**src/rtl/gaussian_hls_pkg.sv**
```systemverilog
// Shared types and default widths for the Gaussian blur tap accumulation stage.
// Defaults match the kernel-weight multiplier instances feeding and fed by this block.
package gaussian_hls_pkg;

  typedef enum logic {
    ACCUM = 1'b0,
    HOLD  = 1'b1
  } state_t;

  localparam int IN_W_DEF  = 21;
  localparam int OUT_W_DEF = 13;
  localparam int SHIFT_DEF = 8;
  localparam int TAPS_DEF  = 9;

  function automatic int acc_width(input int in_w, input int taps);
    return in_w + $clog2(taps);
  endfunction

endpackage

```
**src/rtl/gaussian_round_sat.sv**
```systemverilog
// Round-half-up normalisation by 2^SHIFT, then saturation to OUT_W bits.
// Purely combinational: zero latency, no handshake.
module gaussian_round_sat #(
  parameter int ACC_W = 25,
  parameter int SHIFT = 8,
  parameter int OUT_W = 13
) (
  input  logic [ACC_W-1:0] sum,
  output logic [OUT_W-1:0] out_data,
  output logic             out_sat
);

  localparam logic [ACC_W:0] RND  = (ACC_W+1)'(1) << (SHIFT - 1);
  localparam logic [ACC_W:0] MAXV = (ACC_W+1)'({OUT_W{1'b1}});

  // One extra bit so the rounding add cannot wrap.
  logic [ACC_W:0] r;

  always_comb begin
    r        = ({1'b0, sum} + RND) >> SHIFT;
    out_sat  = (r > MAXV);
    out_data = out_sat ? {OUT_W{1'b1}} : r[OUT_W-1:0];
  end

endmodule

```
**src/rtl/gaussian_tap_accumulator.sv**
```systemverilog
// Sums TAPS products per window, emits one rounded/saturated pixel 1 cycle after the last tap.
// Output holds until out_ready; input stalls only while a pixel waits and out_ready is low.
module gaussian_tap_accumulator
  import gaussian_hls_pkg::*;
#(
  parameter int IN_W  = IN_W_DEF,
  parameter int TAPS  = TAPS_DEF,
  parameter int SHIFT = SHIFT_DEF,
  parameter int OUT_W = OUT_W_DEF
) (
  input  logic            ap_clk,
  input  logic            ap_rst,
  input  logic            in_valid,
  output logic            in_ready,
  input  logic [IN_W-1:0] in_data,
  input  logic            in_last,
  output logic            out_valid,
  input  logic            out_ready,
  output logic [OUT_W-1:0] out_data,
  output logic            out_sat,
  output logic            err_last
);

  localparam int ACC_W = acc_width(IN_W, TAPS);
  localparam int CNT_W = $clog2(TAPS);

  state_t             state, state_nxt;
  logic [ACC_W-1:0]   acc, acc_nxt;
  logic [CNT_W-1:0]   tap_cnt, cnt_nxt;
  logic [OUT_W-1:0]   dat_nxt;
  logic               sat_nxt, err_nxt;

  logic               accept;
  logic               last_tap;
  logic [ACC_W-1:0]   sum;
  logic [OUT_W-1:0]   rs_data;
  logic               rs_sat;

  assign in_ready  = (state == ACCUM) || out_ready;
  assign out_valid = (state == HOLD);
  assign accept    = in_valid && in_ready;
  assign last_tap  = (tap_cnt == CNT_W'(TAPS - 1));
  assign sum       = acc + ACC_W'(in_data);

  gaussian_round_sat #(
    .ACC_W (ACC_W),
    .SHIFT (SHIFT),
    .OUT_W (OUT_W)
  ) u_round_sat (
    .sum      (sum),
    .out_data (rs_data),
    .out_sat  (rs_sat)
  );

  always_comb begin
    state_nxt = state;
    acc_nxt   = acc;
    cnt_nxt   = tap_cnt;
    dat_nxt   = out_data;
    sat_nxt   = out_sat;
    // in_last is only cross-checked; the counter alone delimits windows.
    err_nxt   = err_last || (accept && (in_last != last_tap));
    case (state)
      ACCUM: begin
        if (accept) begin
          if (last_tap) begin
            dat_nxt   = rs_data;
            sat_nxt   = rs_sat;
            acc_nxt   = '0;
            cnt_nxt   = '0;
            state_nxt = HOLD;
          end else begin
            acc_nxt = sum;
            cnt_nxt = tap_cnt + CNT_W'(1);
          end
        end
      end
      HOLD: begin
        if (out_ready) begin
          state_nxt = ACCUM;
          // A beat arriving as the pixel retires opens the next window.
          if (in_valid) begin
            acc_nxt = ACC_W'(in_data);
            cnt_nxt = CNT_W'(1);
          end
        end
      end
      default: state_nxt = ACCUM;
    endcase
  end

  always_ff @(posedge ap_clk or posedge ap_rst) begin
    if (ap_rst) begin
      state    <= ACCUM;
      acc      <= '0;
      tap_cnt  <= '0;
      out_data <= '0;
      out_sat  <= 1'b0;
      err_last <= 1'b0;
    end else begin
      state    <= state_nxt;
      acc      <= acc_nxt;
      tap_cnt  <= cnt_nxt;
      out_data <= dat_nxt;
      out_sat  <= sat_nxt;
      err_last <= err_nxt;
    end
  end

endmodule
```
**config.mk**
```make
export PLATFORM = sky130hd
export DESIGN_NAME = gaussian_tap_accumulator
export DESIGN_NICKNAME = d
export VERILOG_FILES = /design/src/rtl/gaussian_hls_pkg.sv /design/src/rtl/gaussian_round_sat.sv /design/src/rtl/gaussian_tap_accumulator.sv
export SDC_FILE = /design/constraint.sdc
export NUM_CORES = 1
export LEC_CHECK = 0
export ABC_AREA = 1
export CORE_MARGIN = 8
export CORE_UTILIZATION = 60
export CTS_CLUSTER_DIAMETER = 60
export DETAILED_ROUTE_END_ITERATION = 7
export PLACE_DENSITY = 0.85
export REMOVE_ABC_BUFFERS = 1
export SLEW_MARGIN = 20
export SYNTH_ARGS = -nofsm -noshare
export SYNTH_HDL_FRONTEND = slang
export SYNTH_HIERARCHICAL = 1
export SYNTH_SLANG_ARGS = --single-unit
```
**constraint.sdc**
```tcl
create_clock -name ap_clk -period 8.1 [get_ports ap_clk]
set_input_delay 1.62 -clock ap_clk [delete_from_list [all_inputs] [get_ports ap_clk]]
set_output_delay 1.62 -clock ap_clk [all_outputs]
set_load 0.05 [all_outputs]
```
==> results.md, run 1 <==
- TritonRoute pass-1 iters: 5
- Max FO, Critical Path: 14
- Iteration-0 DRC Markers: 298
- Core Box Area: 7180 um2
- Nets: 761
- Hold buffers post-CTS: 0
- CTS-repair resized insts: 0
- Vias in the first global route: 4,214
- Worst Path Arrival: 5140 ps
- Normalized max-slew margin: 0.361
- # diodes: 0
- Port bufs: 42
- Setup Skew: 13.7 ps
- Final Setup Violations: 0
- Initial Util: 0.610
- CTS Buf Count: 5
- Worst Tran Pin Value: 958 ps
- Critical path endpoint category: flip-flop
- Drc violations: 0
- Fillers: approximately 630
- Crit Path Class: in -> reg
- Post-DR wirelength/cell: 14.1 um
- Vias/cell: 5.28
- Lkg Pwr: 2.52 nW
- Max-cap viol count: 0
- Logic gate share of total power: 0.736
- Psw: around 1.2 mW
- Largest net degree at the start of global routing: 46
- Die height: just over 100 um
- CTS root buffer: clkbuf_8
- Die ar.: between 10,000 and 15,000 um2
- Gr usage total: 0.232
- Grt total ovfl: 0
- Post-CTS Setup Repair Bufs: 0
- I/O pin count: 43
- Min-Delay Path Class: reg -> reg
- Seq pwr share: 0.187
- Post-Synthesis Mean Instance Area: roughly 6.5 um2
- FP Rows: 31
- Pint: between 0.9 and 1 mW
- Final min period: between 4000 and 5000 ps
- Final wirelength: 11,400 um
- Antenna-violating nets left: 0
- CTS tree: done
- Die X-Extent: 101 um
- Reg clk slew, reported paths: 110 ps
- CP Data Required Time: 8310 ps
- Gpl congestion: 0.971
- Clock Power Share: 0.077
- Synth Warn #: 6
- Synthesized instance count: ~670
- Routed via count: 4,280
- Initial antenna violation count: 0
- Fin crit share: 0.609
- First-pass GRT wire length: 19,200 um
- Unrepaired setup endpoints after global routing: false
- CP Launch Type: primary input
- H-tree Lvls: 2
- Slew Limit Fails: 0
- Synth Cell Area: between 4000 and 5000 um2
- Worst IR Drop VDD: 0.000203 V
- Clock Tree Buf Depth: 2
- Final hold vios: 0
- Fin Hold WS: 497 ps
- Outcome: complete, no violations
- Clk Latency, worst-skew pair: 320 ps
- Net Sw Frac: 0.567
- Clock sink total: 45
- Proportion of layout cells with a drive suffix above 1: 0.0970
- Power per cell area: 437 nW/um2
- Setup TNS: 0 ps
- Fmax: 203 MHz
- Dpl hpwl: between 9000 and 10,000 um
- Synth-to-Final Area Change: 12.8%
power groups by stage:
stage / sequential (mW) / combinational (mW) / clock (mW)
floorplan: 0.520 / 1.08 / 0
global placement: 0.400 / 1.53 / 0
detailed placement: 0.407 / 1.57 / 0
CTS: 0.402 / 1.58 / 0.169
global route: 0.413 / 1.76 / 0.178
finish: 0.403 / 1.59 / 0.166
state kept, by name, summed over array words and instances, names as in the netlist:
register   flops
tap_cnt        4
out_data      13
err_last       1
out_valid      1
acc           25
out_sat        1
cells in the final DEF, fill, tap and decap left out, types with 2 or more instances in the layout:
cell and instances:
nand2_1 219, a21oi_1 33, nor3_1 2, clkdlybuf4s50_1 42
nor2_1 62, xor2_1 13, nor2_4 6, inv_2 5
nand3_2 11, clkbuf_8 5, o21ai_0 11, o22ai_1 4
nor2_2 5, and2_1 14, nand3_1 49, xnor2_1 8
inv_6 2, nand3b_1 5, dfrtp_1 45, nand4_1 9
mux2_2 14, inv_1 97, nand2_2 13, ha_1 24
cell type report:
cell class | count | area (um2) | area share
clock inverter | 3 | 28.8 | 0.00583
sequential | 45 | 1130 | 0.228
multi-input combinational | 512 | 2780 | 0.562
clock buffer | 5 | 68.8 | 0.0139
timing repair buffer | 43 | 428 | 0.0866
inverter | 103 | 388 | 0.0785
tap | 99 | 124 | 0.0251
metal layers:
layer	global-route usage	wire (um)
met2	0.398	5450
met3	0.0316	616
met5	0	0
met4	0.0813	259
met1	0.290	5110
stage by stage:
stage / power (mW) / utilization / setup slack [ps] / cell area [um2] / cells
floorplan: 1.60 / - / 3770 / 4290 / 660
global placement: 1.93 / 0.674 / 3090 / 4840 / 802
detailed placement: 1.98 / 0.674 / 2860 / 4840 / 802
CTS: 2.15 / 0.688 / 3200 / 4940 / 810
global route: 2.35 / 0.688 / 2840 / 4940 / 810
finish: 2.16 / 0.688 / 3170 / 4940 / 810
worst paths after layout:
check,slack [ps],end,cells after the start,startpoint
setup / recovery,3170,out_data[2],23,in_data[0]
hold / removal,500,err_last,1,err_last
setup reg to reg,4510,out_data[2],22,acc[0]
hold reg to reg,500,err_last,1,err_last
max in group asynchronous,5870,acc[24],2,ap_rst
min in group asynchronous,1750,out_valid,2,ap_rst
worst max-delay path: stages:
cell	delay, ps
clkdlybuf4s50_1	420
ha_1	260
fa_1	420
nand2_1	120
nand2_1	80
nand3_1	90
nand2_2	90
nand2_1	70
nand2_1	70
nand2_1	110
nand2_1	70
nand2_1	70
and2_1	180
nand2_1	100
nor2_2	170
nand2_1	90
nor2_1	100
nand2_1	60
nand2_1	70
nand2_2	60
nor2_4	380
nand3_1	160
mux2_2	290
(Power assumes the default switching activity.)
==> run 2: changes to the inputs <==
--- a/config.mk
+++ b/config.mk
@@ -7,10 +7,10 @@
 export LEC_CHECK = 0
 export ABC_AREA = 1
 export CORE_MARGIN = 8
-export CORE_UTILIZATION = 60
+export CORE_UTILIZATION = 53
 export CTS_CLUSTER_DIAMETER = 60
 export DETAILED_ROUTE_END_ITERATION = 7
-export PLACE_DENSITY = 0.85
+export PLACE_DENSITY = 0.8
 export REMOVE_ABC_BUFFERS = 1
 export SLEW_MARGIN = 20
 export SYNTH_ARGS = -nofsm -noshare
==> constraint.sdc (replaced) <==
create_clock -name ap_clk -period 4.2 [get_ports ap_clk]
set_input_delay 0.84 -clock ap_clk [delete_from_list [all_inputs] [get_ports ap_clk]]
set_output_delay 0.84 -clock ap_clk [all_outputs]
set_load 0.05 [all_outputs]
==> results.md, run 2 (synthesis gave the netlist of run 1 again) <==
- Die ar.: 11,400 um2 (+11%)
- CTS Buf Count: 5 (unchanged)
- Die X-Extent: 107 um (+5.4%)
- Clock Tree Buf Depth: 2 (unchanged)
- Final min period: 3960 ps
- CTS root buffer: clkbuf_8
- Power per cell area: 853 nW/um2 (+95%)
- Commonest non-fill, non-tap cell in the layout: nand2_1
- CTS tree: done
- Routed via count: 4,298 (+0.42%)
- Gpl congestion: 0.979 (+0.75%)
- Setup Skew: 11.0 ps (-2.67 ps)
- Slew Limit Fails: 0 (unchanged)
- Vias in the first global route: 4,225 (+0.26%)
- Most frequent cells in the layout: nand2_1 (218), inv_1 (97), nor2_1 (61), nand3_1 (49), dfrtp_1 (45)
- Antenna-violating nets left: 0 (unchanged)
- Max reg flops: 25 (unchanged)
- Die height: 107 um (+5.4%)
- Most common cell on crit path: nand2_2
- Met1 global-route usage: 0.274 (-0.0153)
- Min-Delay Path Class: reg -> reg
- TritonRoute pass-1 iters: 5 (unchanged)
- Final Setup Violations: 0 (unchanged)
- FP Rows: 33 (+6.5%)
- GRT met2 Usage: 0.367 (-0.0311)
- Normalized max-slew margin: 0.319 (-0.0419)
- Met3 Use GR: 0.0240 (-0.00762)
- Largest net degree at the start of global routing: 46 (unchanged)
- Max FO, Critical Path: 7 (-7)
- Outcome: complete, no violations
- Fmax: around 250 MHz
- CP cell instances: clkdlybuf4s50_1, ha_1, fa_2, nand2_1, nand2_1, nand3_1, nand2_2, xnor2_1, inv_1, ha_1, nand2_2, nor2_4, nand2_2, nor2_1, nand3_1, nand3_2, nor2_4, nand3_2, mux2_2
- Nets: 768 (+0.92%)
- Post-Place Worst Slack: -138 ps (-3000 ps)
- Top reg by flops: acc
- Drc violations: 0 (unchanged)
- Post-DR wirelength/cell: 14.5 um (+2.5%)
- Dpl hpwl: 9270 um (+2.8%)
- Lkg Pwr: 2.55 nW (+1.3%)
- Grt total ovfl: 0 (unchanged)
- Fillers: 785 (+24%)
- Clk Latency, worst-skew pair: 310 ps (about the same)
- Worst IR Drop VDD: 0.000431 V (+110%)
- Worst Tran Pin Value: 1020 ps (+62.8 ps)
- Crit-path slowest cell: clkdlybuf4s50_1
- Port bufs: 42 (unchanged)
- Initial antenna violation count: 0 (unchanged)
- Worst Path Arrival: 4170 ps (-970 ps)
- H-tree Lvls: 2 (unchanged)
- Proportion of layout cells with a drive suffix above 1: 0.111 (+0.0144)
- Clock sink total: 45 (unchanged)
- Synth-to-Final Area Change: 14.6%
- Biggest regs: acc x25, out_data x13, tap_cnt x4
- CP Launch Type: primary input
- CP Data Required Time: 4410 ps (-3900 ps)
- I/O pin count: 43 (unchanged)
- Fin crit share: 0.943
- Core Box Area: 8130 um2 (+13%)
- # diodes: 0 (unchanged)
- Crit-path leading delay family: simple AND/OR/NAND/NOR gates
- Final WS setup: 239 ps (-2930 ps)
- First-pass GRT wire length: 19,800 um (+3.1%)
- Crit Path Class: in -> reg
- Vias/cell: 5.22 (-1.2%)
- Max-cap viol count: 0 (unchanged)
- Final hold vios: 0 (unchanged)
- Gr usage total: 0.210 (-0.0220)
- Top Usage Layer GRT: met2
- Reg clk slew, reported paths: 100 ps (about the same)
- Setup TNS: 0 ps (unchanged)
- Final wirelength: 11,900 um (+4.1%)
- Initial Util: 0.538 (-0.0719)
- CP Buf/Inv Count: 2 (+1)
- Unrepaired setup endpoints after global routing: false
- Iteration-0 DRC Markers: 189 (-37%)
- CP peak stage delay: 450 ps (+30 ps)
- Critical path endpoint category: flip-flop
run 2: timing repair:
item / CTS / global route
resized for setup: 0 / 4
setup buffers: 0 / 0
setup endpoints to repair: 0 / 14
hold buffers: 0 / 0
run 2: cell type report:
class                           instances  area (um2)  area share
Multi-Input combinational cell        513        2800       0.557
Sequential cell                        45        1130       0.224
Timing Repair Buffer                   49         485      0.0968
Inverter                              103         388      0.0773
Tap cell                              105         131      0.0262
Clock buffer                            5        68.8      0.0137
Clock inverter                          3        21.3     0.00424
run 2: routing by layer:
layer	vias to the layer above	routed length, um
met2	90	5810
met3	11	465
met4	0	121
met5	-	0
met1	1994	5510
li1	2203	-
run 2: stage by stage:
| step | utilization | hold WS (ps) | area, um2 | total power [mW] | instances |
|---|---|---|---|---|---|
| after floorplan | - | 448 | 4290 | 3.08 | 660 |
| after global placement | 0.603 | 455 | 4900 | 3.85 | 814 |
| after detailed placement | 0.603 | 459 | 4900 | 3.91 | 814 |
| after CTS | 0.614 | 487 | 4990 | 4.22 | 822 |
| after global routing | 0.617 | 503 | 5020 | 4.65 | 823 |
| final | 0.617 | 484 | 5020 | 4.28 | 823 |
run 2: worst paths after layout:
| kind | slack, ps | cells after the start | from | end |
|---|---|---|---|---|
| hold / removal | 480 | 1 | err_last | err_last |
| max in group asynchronous | 2720 | 2 | ap_rst | acc[2] |
| hold reg to reg | 480 | 1 | err_last | err_last |
| min in group asynchronous | 990 | 2 | ap_rst | out_data[5] |
| setup reg to reg | 850 | 18 | acc[0] | out_data[6] |
| setup / recovery | 240 | 19 | in_data[0] | out_data[6] |
run 2: worst reg2reg max path, stage by stage (launching register included):
cell,delay [ps]
dfrtp_1,400
ha_1,230
fa_2,380
nand2_1,110
nand2_1,80
nand3_1,110
nand2_2,110
xnor2_1,230
inv_1,90
ha_1,220
nand2_2,100
nor2_4,50
nand2_2,130
nor2_1,80
nand3_1,100
nand3_2,190
nor2_4,290
nand3_2,100
mux2_2,270
run 2: power breakdown:
group | internal [mW] | leakage (nW) | switching, mW
Combinational | 1.14 | 1.99 | 2.06
Clock | 0.119 | 0.0445 | 0.181
Sequential | 0.639 | 0.517 | 0.140
==> run 3: changes to the inputs <==
--- a/config.mk
+++ b/config.mk
@@ -6,11 +6,12 @@
 export NUM_CORES = 1
 export LEC_CHECK = 0
 export ABC_AREA = 1
+export ABC_CLOCK_PERIOD_IN_PS = 4800
 export CORE_MARGIN = 8
-export CORE_UTILIZATION = 53
+export CORE_UTILIZATION = 60
 export CTS_CLUSTER_DIAMETER = 60
 export DETAILED_ROUTE_END_ITERATION = 7
-export PLACE_DENSITY = 0.8
+export PLACE_DENSITY = 0.87
 export REMOVE_ABC_BUFFERS = 1
 export SLEW_MARGIN = 20
 export SYNTH_ARGS = -nofsm -noshare
==> constraint.sdc (replaced) <==
create_clock -name ap_clk -period 4.8 [get_ports ap_clk]
set_input_delay 0.96 -clock ap_clk [delete_from_list [all_inputs] [get_ports ap_clk]]
set_output_delay 0.96 -clock ap_clk [all_outputs]
set_load 0.05 [all_outputs]
==> results.md, run 3 (synthesis gave the netlist of run 1 again) <==
- Outcome: complete, no violations
- CP Launch Type: primary input
- Final wirelength: 11,500 um (-3.4%)
- Hold path endpoint: err_last
- Vias/cell: 5.35 (+2.5%)
- Vias in the first global route: 4,344 (+2.8%)
- Core Box Area: 7180 um2 (-12%)
- Worst IR Drop VDD: 0.000332 V (-23%)
- Clk Latency, worst-skew pair: 310 ps (about the same)
- H-tree Lvls: 2 (unchanged)
- TritonRoute pass-1 iters: 5 (unchanged)
- Post-CTS Setup Repair Bufs: 0 (unchanged)
- Post-DR wirelength/cell: 14.2 um (-1.9%)
- Final min period: 4300 ps
- Most common cell on crit path: nand2_1
- CTS-repair resized insts: 0 (unchanged)
- Grt total ovfl: 0 (unchanged)
- CTS root buffer: clkbuf_8
- Clock sink total: 45 (unchanged)
- Most frequent cells in the layout: nand2_1 (219), inv_1 (97), nor2_1 (62), nand3_1 (49), dfrtp_1 (45)
- Placed cells: 802 (-1.5%)
- Final hold vios: 0 (unchanged)
- Slew Limit Fails: 0 (unchanged)
- Max-cap viol count: 0 (unchanged)
- Setup Skew: 10.5 ps (-0.466 ps)
- I/O pin count: 43 (unchanged)
- Die X-Extent: 101 um (-5.1%)
- Routed via count: 4,336 (+0.88%)
- FP Rows: 31 (-6.1%)
- Worst Tran Pin Value: 1010 ps (-5.56 ps)
- Flop2flop setup slack: 1220 ps (+370 ps)
- Fin Hold WS: 498 ps (+13.2 ps)
- Lkg Pwr: 2.52 nW (-1.5%)
- Iteration-0 DRC Markers: 221 (+17%)
- # diodes: 0 (unchanged)
- First-pass GRT wire length: 19,700 um (-0.59%)
- R2r endpoint: out_data[2]
- Die height: 101 um (-5.1%)
- CP cell instances: clkdlybuf4s50_1, ha_1, fa_1, nand2_1, nand2_1, nand3_1, nand2_2, nand2_1, nand2_1, nand2_1, nand2_1, nand2_1, and2_1, nand2_1, nor2_2, nand2_1, nor2_1, nand2_1, nand2_1, nand2_2, nor2_4, nand3_1, mux2_2
- Hold buffers post-CTS: 0 (unchanged)
- Crit Path Class: in -> reg
- RR Startpoint: acc[0]
- CTS tree: done
- Fin crit share: 0.897
- Max FO, Critical Path: 14 (+7)
- Unrepaired setup endpoints after global routing: false
- Dpl hpwl: 9130 um (-1.5%)
- Port bufs: 42 (unchanged)
- Gpl congestion: 0.934 (-4.6%)
- CTS Buf Count: 5 (unchanged)
- Worst Path Arrival: 4510 ps (+340 ps)
- Register-to-Register Path Depth: 22 (+4)
- Top reg by flops: acc
- Final Setup Violations: 0 (unchanged)
- Die ar.: 10,300 um2 (-10%)
- Proportion of layout cells with a drive suffix above 1: 0.0970 (-0.0144)
- Power per cell area: 735 nW/um2 (-14%)
- Min-Delay Path Class: reg -> reg
- Max reg flops: 25 (unchanged)
- Clock Tree Buf Depth: 2 (unchanged)
- Fillers: 634 (-19%)
- Biggest regs: acc x25, out_data x13, tap_cnt x4
- Antenna-violating nets left: 0 (unchanged)
- Drc violations: 0 (unchanged)
- Normalized max-slew margin: 0.323 (+0.00371)
- Util after Layout: 0.688 (+0.0707)
- CP Data Required Time: 5010 ps (+600 ps)
- Nets: 761 (-0.91%)
- Largest net degree at the start of global routing: 46 (unchanged)
- Synth-to-Final Area Change: 12.7%
- Hold Path Depth: 1 (unchanged)
- CP peak stage delay: 450 ps (about the same)
- Critical path endpoint category: flip-flop
- Commonest non-fill, non-tap cell in the layout: nand2_1
- Reg clk slew, reported paths: 100 ps (about the same)
- Crit-path slowest cell: clkdlybuf4s50_1
- Initial Util: 0.610 (+0.0719)
- Post-Layout Cell Count: 810 (-1.6%)
- Setup TNS: 0 ps (unchanged)
- Setup crit start: in_data[0]
- Gr usage total: 0.239 (+0.0291)
- Hold_sp: err_last
- Fmax: about 230 MHz
- Initial antenna violation count: 0 (unchanged)
run 3: cell count changes in the layout (fill, tap and decap cells not counted), sizes merged:
cell,delta
buf,-6
clkinv,-1
inv,+1
nor2,-1
run 3: metal layers:
layer	track usage	vias to the layer above	share of wire
met1	0.296	1987	0.44
li1	-	2178	-
met2	0.397	142	0.47
met4	0.107	0	0.035
met5	0	-	0
met3	0.0419	29	0.053
run 3: metrics by stage:
step / power (mW) / worst slack (ps) / area, um2
after CTS: 3.61 / 508 / 4930
final: 3.62 / 496 / 4930
after global placement: 3.26 / 428 / 4840
after floorplan: 2.70 / 1130 / 4290
after detailed placement: 3.34 / 185 / 4840
after global routing: 3.97 / 223 / 4930
run 3: worst max-delay path, delay by kind of cell:
family	cells	cell delay (ps)
adder cells (fa/ha/maj)	2	710
buffers and inverters	1	450
AND/OR/NAND/NOR	19	2100
multiplexers	1	280
run 3: cell type report:
cell class	instances	area, um2	share of cell area
inverters	103	387	0.0784
clock buffers	5	68.8	0.0139
flip-flops and latches	45	1130	0.228
multi-input cells	512	2780	0.563
clock inverters	3	25.0	0.00507
well taps	99	124	0.0251
repair buffers	43	428	0.0867
run 3: power breakdown:
group	internal, mW	leakage (nW)	switching [mW]
Clock	0.106	0.0447	0.157
Sequential	0.559	0.517	0.120
Combinational	0.909	1.95	1.77
run 3: worst max path at each step:
stage,cells after the start,endpoint
floorplan,22,out_data[0]
global placement,23,out_data[0]
detailed placement,23,out_data[2]
CTS,23,out_data[2]
global route,23,out_data[1]
finish,23,out_data[2]
